===== config.mk =====
export PLATFORM = sky130hd
export DESIGN_NAME = pwm_capture_flat
export DESIGN_NICKNAME = d
export VERILOG_FILES = /design/src/rtl/pwm_pkg.sv /design/src/rtl/pwm_capture_if.sv /design/src/rtl/pwm_capture_sync_edge.sv /design/src/rtl/pwm_capture.sv /design/src/flat_wrapper.sv
export SDC_FILE = /design/constraint.sdc
export NUM_CORES = 1
export LEC_CHECK = 0
export ABC_CLOCK_PERIOD_IN_PS = 2900
export BUFFER_PORTS_ARGS = -buffer_cell sky130_fd_sc_hd__buf_4
export CORE_ASPECT_RATIO = 0.8
export CORE_MARGIN = 2
export CORE_UTILIZATION = 45
export DETAILED_ROUTE_END_ITERATION = 16
export HOLD_SLACK_MARGIN = 0.06
export PLACE_DENSITY = 0.63
export SLEW_MARGIN = 20
export SYNTH_ARGS = -nofsm -noshare
export SYNTH_HDL_FRONTEND = slang
export SYNTH_SLANG_ARGS = --single-unit

===== constraint.sdc =====
create_clock -name clkin -period 2.9 [get_ports clkin]
set_input_delay 0.29 -clock clkin [delete_from_list [all_inputs] [get_ports clkin]]
set_output_delay 0.29 -clock clkin [all_outputs]
set_load 0.005 [all_outputs]

===== src/rtl/pwm_pkg.sv =====
// pwm_pkg: state encoding and counter width shared by the PWM generator and capture blocks
package pwm_pkg;
    localparam int PWM_WIDTH = 17;
    typedef enum logic [1:0] {IDLE, WAIT_EDGE, MEAS_HIGH, MEAS_LOW} pwm_state_t;
endpackage


===== src/rtl/pwm_capture_if.sv =====
// pwm_capture_if: control input, measured pin and measurement results of the capture block
interface pwm_capture_if
    import pwm_pkg::*;
#(
    parameter int WIDTH = PWM_WIDTH
);
    logic             enable;
    logic             sigin;
    logic [WIDTH-1:0] ontime;
    logic [WIDTH-1:0] offtime;
    logic             valid;
    logic             overflow;
    logic             stuck;
    modport master (output enable, sigin, input ontime, offtime, valid, overflow, stuck);
    modport slave (input enable, sigin, output ontime, offtime, valid, overflow, stuck);
endinterface


===== src/rtl/pwm_capture_sync_edge.sv =====
// sync_edge: synchronise an asynchronous pin and flag its rising and falling edges
module sync_edge #(
    parameter int SYNC_STAGES = 2
) (
    input  logic clkin,
    input  logic rst,
    input  logic i_sig,
    output logic o_s,
    output logic o_rise,
    output logic o_fall
);
    logic [SYNC_STAGES-1:0] r_sync;
    logic                   r_s_d;
    // synchroniser chain plus a one-cycle-delayed copy of its output for edge detection
    always_ff @(posedge clkin or posedge rst) begin
        if (rst) begin
            r_sync <= '0;
            r_s_d  <= 1'b0;
        end else begin
            r_sync <= {r_sync[SYNC_STAGES-2:0], i_sig};
            r_s_d  <= r_sync[SYNC_STAGES-1];
        end
    end
    assign o_s    = r_sync[SYNC_STAGES-1];
    assign o_rise = o_s & ~r_s_d;
    assign o_fall = ~o_s & r_s_d;
endmodule


===== src/rtl/pwm_capture.sv =====
// pwm_capture: measures high/low time of an external pin, one result pair per rise-to-rise period
module pwm_capture
    import pwm_pkg::*;
#(
    parameter int WIDTH       = PWM_WIDTH,
    parameter int SYNC_STAGES = 2
) (
    input logic          clkin,
    input logic          rst,
    pwm_capture_if.slave bus
);
    localparam logic [WIDTH-1:0] CNT_MAX = '1;
    pwm_state_t       r_state, w_next;
    logic [WIDTH-1:0] r_cnt, r_hi_len, r_ontime, r_offtime;
    logic             r_hi_sat, r_valid, r_overflow;
    logic             w_unused_s, w_rise, w_fall, w_sat, w_cap_hi, w_report;
    sync_edge #(.SYNC_STAGES(SYNC_STAGES)) u_sync (
        .clkin  (clkin),
        .rst    (rst),
        .i_sig  (bus.sigin),
        .o_s    (w_unused_s),
        .o_rise (w_rise),
        .o_fall (w_fall)
    );
    assign w_sat    = r_cnt == CNT_MAX;
    assign w_cap_hi = bus.enable && r_state == MEAS_HIGH && w_fall;
    assign w_report = bus.enable && r_state == MEAS_LOW && w_rise;
    // state register
    always_ff @(posedge clkin or posedge rst) begin
        if (rst) r_state <= IDLE;
        else     r_state <= w_next;
    end
    // next state: a full period must start on a rise, so WAIT_EDGE discards partial levels
    always_comb begin
        w_next = r_state;
        if (!bus.enable) w_next = IDLE;
        else begin
            case (r_state)
                IDLE:      w_next = WAIT_EDGE;
                WAIT_EDGE: w_next = w_rise ? MEAS_HIGH : WAIT_EDGE;
                MEAS_HIGH: w_next = w_fall ? MEAS_LOW : MEAS_HIGH;
                MEAS_LOW:  w_next = w_rise ? MEAS_HIGH : MEAS_LOW;
                default:   w_next = IDLE;
            endcase
        end
    end
    // phase counter: restarts at 1 on every edge so its pre-reload value is the level length
    always_ff @(posedge clkin or posedge rst) begin
        if (rst)                                r_cnt <= '0;
        else if (r_state == IDLE || !bus.enable) r_cnt <= '0;
        else if (w_rise || w_fall)              r_cnt <= WIDTH'(1);
        else if (!w_sat)                        r_cnt <= r_cnt + 1'b1;
    end
    // high-time capture on the fall, result publication and strobe on the closing rise
    always_ff @(posedge clkin or posedge rst) begin
        if (rst) begin
            r_hi_len   <= '0;
            r_hi_sat   <= 1'b0;
            r_ontime   <= '0;
            r_offtime  <= '0;
            r_overflow <= 1'b0;
            r_valid    <= 1'b0;
        end else begin
            r_valid <= w_report;
            if (w_cap_hi) begin
                r_hi_len <= r_cnt;
                r_hi_sat <= w_sat;
            end
            if (w_report) begin
                r_ontime   <= r_hi_len;
                r_offtime  <= r_cnt;
                r_overflow <= r_hi_sat | w_sat;
            end
        end
    end
    assign bus.ontime   = r_ontime;
    assign bus.offtime  = r_offtime;
    assign bus.valid    = r_valid;
    assign bus.overflow = r_overflow;
    assign bus.stuck    = w_sat && (r_state == MEAS_HIGH || r_state == MEAS_LOW);
endmodule


===== src/flat_wrapper.sv =====
// flat-port wrapper written by rule: the top's interface ports become plain ports
module pwm_capture_flat import pwm_pkg::*;
#(
    parameter int WIDTH       = PWM_WIDTH,
    parameter int SYNC_STAGES = 2
)
  (clkin, rst, bus_enable, bus_sigin, bus_ontime, bus_offtime, bus_valid, bus_overflow, bus_stuck);
  pwm_capture_if #(.WIDTH(WIDTH)) bus_i ();
  input logic clkin;
  input logic rst;
  input wire logic [$bits(bus_i.enable)-1:0] bus_enable;
  input wire logic [$bits(bus_i.sigin)-1:0] bus_sigin;
  output wire logic [$bits(bus_i.ontime)-1:0] bus_ontime;
  output wire logic [$bits(bus_i.offtime)-1:0] bus_offtime;
  output wire logic [$bits(bus_i.valid)-1:0] bus_valid;
  output wire logic [$bits(bus_i.overflow)-1:0] bus_overflow;
  output wire logic [$bits(bus_i.stuck)-1:0] bus_stuck;
  assign bus_i.enable = bus_enable;
  assign bus_i.sigin = bus_sigin;
  assign bus_ontime = bus_i.ontime;
  assign bus_offtime = bus_i.offtime;
  assign bus_valid = bus_i.valid;
  assign bus_overflow = bus_i.overflow;
  assign bus_stuck = bus_i.stuck;
  pwm_capture #(.WIDTH(WIDTH), .SYNC_STAGES(SYNC_STAGES)) u_core (.clkin(clkin), .rst(rst), .bus(bus_i));
endmodule

==> results of run 1 <==
registers in the layout, indices dropped and copies added, names as in the netlist, 2 cells and up:
register and count:
u_core.bus.offtime 17, u_core.r_state 2, u_core.bus.ontime 17, u_core.u_sync.r_sync 2
u_core.r_cnt 17, u_core.r_hi_len 17
cell type report:
type / instances / area (µm²)
multi-input combinational: 136 / 1120
inverter: 7 / 26.3
fill: 591 / 3070
clock buffer: 10 / 138
timing repair buffer: 49 / 373
tap: 87 / 109
sequential: 76 / 1900
clock inverter: 5 / 52.6
worst min path at each step:
stage,slack (ns),startpoint,endpoint,cells after the start
final,0.21,bus_enable,u_core.r_state[0],2
after CTS,0.18,bus_enable,u_core.r_state[0],2
after floorplan,0.32,bus_sigin,u_core.u_sync.r_sync[0],0
after detailed placement,0.27,rst,u_core.bus.ontime[8],2
after global placement,0.27,rst,u_core.bus.ontime[6],2
after global routing,0.20,bus_enable,u_core.r_state[0],2
stage by stage:
step	instances	instance area, µm²
finish	370	3720
detailed placement	353	3510
CTS	370	3720
global route	370	3720
global placement	353	3510
floorplan	229	3120
power by group through the flow:
stage               clock network (W)   logic, W  registers, W
CTS                          0.000810  0.0000594       0.00108
finish                       0.000769  0.0000567       0.00108
global placement                    0  0.0000568       0.00110
detailed placement                  0  0.0000574       0.00110
floorplan                           0  0.0000369       0.00110
global route                 0.000859  0.0000661       0.00108
logic make-up (layout without fill, tap and decap cells):
kind of cell	Yosys count	after routing	share of synthesized area
and+or+nand+nor	49	49	0.0914
adders and majority gates	4	4	0.0160
AOI/OAI and AO/OA	25	25	0.0481
xor gates and xnor gates	4	4	0.0112
DFF	76	76	0.609
buffers and inverters	17	71	0.0317
muxes	54	54	0.192
timing repair:
| action | 4_1_cts | 5_1_grt |
|---|---|---|
| resized for setup | 0 | 0 |
| endpoints found under the setup margin | 0 | 0 |
| hold endpoints to repair | 14 | 0 |
| setup buffers | 0 | 0 |
| hold buffers | 2 | 0 |
worst max-delay path: stages (launching register included):
cell	delay, ns
dfrtp_1	0.46
nand4_1	0.30
nor4_1	0.38
ha_1	0.43
and2_1	0.20
buf_4	0.11
cell usage in the layout (no fill, tap or decap), types with 5 or more instances in the layout:
cell type	count
dfrtp_1	76
mux2_2	48
buf_4	47
nand2_1	13
clkbuf_8	10
o21ai_0	9
a21oi_1	8
inv_1	6
mux2i_1	6
nor2_1	6
nor4_1	5
layer usage:
layer / track usage / part of all wire / vias up
met5: 0 / 0 / -
met4: 0.0507 / 0.0089 / 0
met3: 0.0668 / 0.054 / 6
met2: 0.236 / 0.47 / 41
met1: 0.201 / 0.47 / 939
li1: - / - / 929
==> results by group, run 1 <==
Die
  • Initial Util: 0.460
  • Die height: 78.5 µm
  • I/O pin count: 41
  • Die width: 97.1 µm
  • Core Region: 6790 µm²
  • DIE AREA: 7620 µm²
  • Std-Cell Rows: 27

Logic synthesis
  • Cell variety after synth: 33
  • Yosys warning total: 0
  • Register area share after synthesis: 0.609
  • Main flop type after synthesis: dfrtp_1
  • Avg Inst Size Synth: 13.6 µm²
  • Synth top area cells: dfrtp_1 61%, mux2_2 17%, mux2i_1 1.9%
  • Yosys top cell by area: dfrtp_1
  • Post-synth EDFFs: 0
  • Post-synthesis async set-or-reset flop share: 1.00
  • Synth top area share: 0.609
  • Synth Register Bits: 76
  • Cell Area, Synth: 3120 µm²
  • Post-Synthesis Net Count: 237
  • Count leader, synth: dfrtp_1
  • Cell count after synthesis: 229
  • Synth cell count leaders: 76 x dfrtp_1, 48 x mux2_2, 13 x nand2_1

STA
  • WHS: 0.211 ns
  • Slew at the pin with the worst max-slew slack: 0.991 ns
  • Worst slew margin relative to its limit: 0.337
  • Fin. Hold Viols: 0
  • Final Max Slew Viols: 0
  • Final period util: 0.862
  • Skew final: 0.00877 ns
  • Post-route setup TNS: 0 ns
  • Fin crit period: 2.50 ns
  • RSZ-0062 raised after global routing: false
  • Final setup margin: 0.401 ns
  • # setup viols final: 0
  • Fmax: 0.400 GHz

CTS
  • CTS H-tree depth: 3
  • CTS tree: built
  • Sink Count: 76
  • Clock latency at the later pin of the worst-skew pair: 0.35 ns
  • Clock Path Buffers: 2
  • Num CTS Buffers: 9
  • Clk pin slew, worst setup/hold paths: 0.07 ns
  • Clock root cell: clkbuf_8

Setup path
  • Worst Path Required: 2.61 ns
  • Critical R2R Launch: u_core.r_cnt[0]
  • Startpoint class of the critical path: flop
  • R2R Setup Slk: 0.61 ns
  • Crit end category: output pin
  • Crit. Startpoint: u_core.r_cnt[9]
  • Critical R2R Capture: u_core.r_cnt[10]
  • Critical Path AT: 2.21 ns
  • Crit-path max FO: 10
  • Crit path to: bus_stuck
  • Setup Crit Path Kind: flop to output pin
  • Reg2Reg Depth: 7

Run status
  • Outcome: completed

Power and ir drop
  • Peak supply drop: 0.239 mV
  • Pwr dens: 511 nW/µm²
  • P_sw: 0.000404 W
  • Sw frac: 0.212
  • Logic pwr share: 0.030
  • Lkg Pwr: 1.87 nW
  • Tot Pwr: 0.00190 W
  • Int Pwr: 0.00150 W
  • Flop pwr share: 0.566
  • Clk pwr share: 0.404

GRT
  • First-pass GRT wire length: 9140 µm
  • Largest net degree at the start of global routing: 26
  • Vias in the first global route: 1854
  • Overall routing resource usage: 0.155
  • Grt total ovfl: 0
  • Initial antenna violation count: 0

Detailed routing
  • Vias per inst: 5.18
  • DRC viols: 0
  • Routed WL per cell: 14.3 µm
  • TritonRoute pass-1 iters: 4
  • Total number of vias: 1915
  • Initial DRC Count: 62
  • Post-route ant nets: 0
  • Total wire length: 5290 µm

Layout
  • Synthesis-to-finish area growth: 19.2%
  • Fin util: 0.548
  • Final net count: 287
  • Ratio of cells with drive above 1 in the final layout: 0.403
  • N_diodes: 0

Place
  • IO Port Bufs: 40
  • Placer Congestion: 0.684
  • Hpwl dp: 3690 µm
  • Setup WS pre-CTS: 0.616 ns

Min path
  • Worst hold-check path type: input port to flop

Job
  • Max-Cap Viols: 0
Note: power is estimated with default switching activity, not from simulation.
==> run 2: changes to the inputs <==
==> constraint.sdc (replaced) <==
create_clock -name clkin -period 2.9 [get_ports clkin]
set_input_delay 0.145 -clock clkin [delete_from_list [all_inputs] [get_ports clkin]]
set_output_delay 0.145 -clock clkin [all_outputs]
set_load 0.005 [all_outputs]
==> run 2 against run 1 <==
Against the previous run: count of clock-buffer cells in the layout up 1; clock skew down 0.0019 ns; utilization up 0.46 points.
==> results by group, run 2 (synthesis results as in run 1) <==
Detailed routing
  • Initial DRC Count: 63 (+1.6%)
  • Total number of vias: 1890 (-1.3%)
  • Routed WL per cell: 14.3 µm (-0.10%)
  • Vias per inst: 5.14 (-0.77%)
  • DRC viols: 0 (unchanged)
  • TritonRoute pass-1 iters: 5 (+1)
  • Post-route ant nets: 0 (unchanged)
  • Total wire length: 5260 µm (-0.64%)

STA
  • # setup viols final: 0 (unchanged)
  • Final Max Slew Viols: 0 (unchanged)
  • Skew final: 0.00689 ns (-0.00188 ns)
  • Post-route setup TNS: 0 ns (unchanged)
  • Fin. Hold Viols: 0 (unchanged)
  • RSZ-0062 raised after global routing: false
  • Worst slew margin relative to its limit: 0.322 (-0.0147)
  • Fin crit period: 2.31 ns (-0.192 ns)
  • Final period util: 0.796 (-0.0662)
  • Fmax: 0.433 GHz (+8.3%)
  • Slew at the pin with the worst max-slew slack: 1.01 ns (+0.0220 ns)

Layout
  • Commonest cells after routing, fill and taps aside: 76 x dfrtp_1, 48 x mux2_2, 44 x buf_4, 13 x nand2_1, 11 x clkbuf_8
  • N_diodes: 0 (unchanged)
  • Ratio of cells with drive above 1 in the final layout: 0.399 (-0.00425)
  • Most common cell after layout, fill and taps aside: dfrtp_1
  • Synthesis-to-finish area growth: 20.2%
  • Final net count: 285 (-0.70%)
  • Post-route insts no fill: 368 (-0.54%)

CTS
  • Hold-fix buffers at CTS: 2 (unchanged)
  • CTS H-tree depth: 3 (unchanged)
  • Clock Path Buffers: 2 (unchanged)
  • Clock latency at the later pin of the worst-skew pair: 0.35 ns (about the same)
  • Clock root cell: clkbuf_8
  • Clk pin slew, worst setup/hold paths: 0.07 ns (about the same)
  • CTS tree: built
  • Resize count post-CTS: 0 (unchanged)
  • Post-CTS Setup Bufs: 0 (unchanged)
  • Sink Count: 76 (unchanged)
  • Num CTS Buffers: 9 (unchanged)

Min path
  • Worst hold-check path type: input port to flop

Setup path
  • Setup Crit Path Kind: flop to output pin
  • Reg2Reg Depth: 7 (unchanged)
  • Critical R2R Capture: u_core.r_cnt[9]
  • Critical Path AT: 2.16 ns (-0.05 ns)
  • Crit-path max FO: 10 (unchanged)
  • Startpoint class of the critical path: flop
  • R2R Setup Slk: 0.67 ns (+0.06 ns)
  • Crit. Startpoint: u_core.r_cnt[9]
  • Critical R2R Launch: u_core.r_cnt[0]
  • Worst Path Required: 2.76 ns (+0.15 ns)
  • Crit end category: output pin
  • Crit path to: bus_stuck

Power and ir drop
  • Sw frac: 0.206 (-0.00607)
  • P_sw: 0.000419 W (+3.7%)
  • Pwr dens: 541 nW/µm² (+5.9%)
  • Int Pwr: 0.00161 W (+7.6%)
  • Clk pwr share: 0.442 (+0.038)
  • Peak supply drop: 0.350 mV (+46%)
  • Flop pwr share: 0.530 (-0.036)
  • Lkg Pwr: 1.88 nW (+0.45%)
  • Logic pwr share: 0.028 (-0.002)

Die
  • Die height: 78.5 µm (unchanged)
  • Core Region: 6790 µm² (unchanged)
  • Std-Cell Rows: 27 (unchanged)
  • DIE AREA: 7620 µm² (unchanged)
  • Initial Util: 0.460 (unchanged)
  • I/O pin count: 41 (unchanged)
  • Die width: 97.1 µm (unchanged)

Place
  • Placed insts: 351 (-0.57%)
  • Hpwl dp: 3570 µm (-3.2%)
  • Placer Congestion: 0.707 (+3.4%)
  • IO Port Bufs: 40 (unchanged)

Job
  • Max-Cap Viols: 0 (unchanged)

GRT
  • Grt total ovfl: 0 (unchanged)
  • Overall routing resource usage: 0.157 (+0.00191)
  • First-pass GRT wire length: 9290 µm (+1.7%)
  • Largest net degree at the start of global routing: 43 (+65%)
  • Vias in the first global route: 1861 (+0.38%)
  • Initial antenna violation count: 0 (unchanged)

Run status
  • Outcome: completed
==> run 2: worst min-delay path by stage <==
| stage | start | end | cells past startpoint |
|---|---|---|---|
| 6_report | bus_enable | u_core.r_state[0] | 2 |
| 5_1_grt | bus_enable | u_core.r_state[0] | 2 |
| 4_1_cts | bus_enable | u_core.r_cnt[0] | 3 |
| 3_5_place_dp | bus_sigin | u_core.u_sync.r_sync[0] | 1 |
| 3_3_place_gp | bus_sigin | u_core.u_sync.r_sync[0] | 1 |
| 2_1_floorplan | bus_sigin | u_core.u_sync.r_sync[0] | 0 |
==> run 2: final cells by class <==
class | count | area, µm²
clock inverter | 4 | 72.6
timing repair buffer | 47 | 370
tap | 87 | 109
clock buffer | 11 | 151
sequential | 76 | 1900
multi-input combinational | 136 | 1120
fill | 579 | 3040
inverter | 7 | 26.3
==> run 2: power groups by stage <==
stage               Sequential [W]  Combinational, W  Clock [W]
detailed placement         0.00110         0.0000570          0
floorplan                  0.00110         0.0000369          0
global route               0.00108         0.0000665   0.000971
finish                     0.00108         0.0000568   0.000899
global placement           0.00110         0.0000565          0
CTS                        0.00108         0.0000593   0.000923
==> run 2: metrics by stage <==
stage,hold WS (ns),util,power [W],cell area (µm²),worst slack [ns]
after CTS,0.0604,0.553,0.00206,3750,0.567
after global routing,0.0705,0.553,0.00211,3750,0.339
after floorplan,0.176,-,0.00113,3120,0.796
after global placement,0.255,0.517,0.00115,3510,0.738
after detailed placement,0.255,0.517,0.00115,3510,0.679
final,0.0731,0.553,0.00203,3750,0.593
==> run 2: worst max-delay path: stages (launching register included) <==
cell and delay [ns]:
dfrtp_1 0.46, nand4_1 0.29, nor4_1 0.35, ha_1 0.41, and2_1 0.19, buf_4 0.11
==> run 2: layer usage <==
metal  vias up  global-route usage  wire length [µm]  share of wire
li1        909                   -                 -              -
met1       930               0.219              2670           0.51
met2        39               0.220              2250           0.43
met3        12              0.0579               253          0.048
met4         0              0.0676                88          0.017
met5         -                   0                 0              0
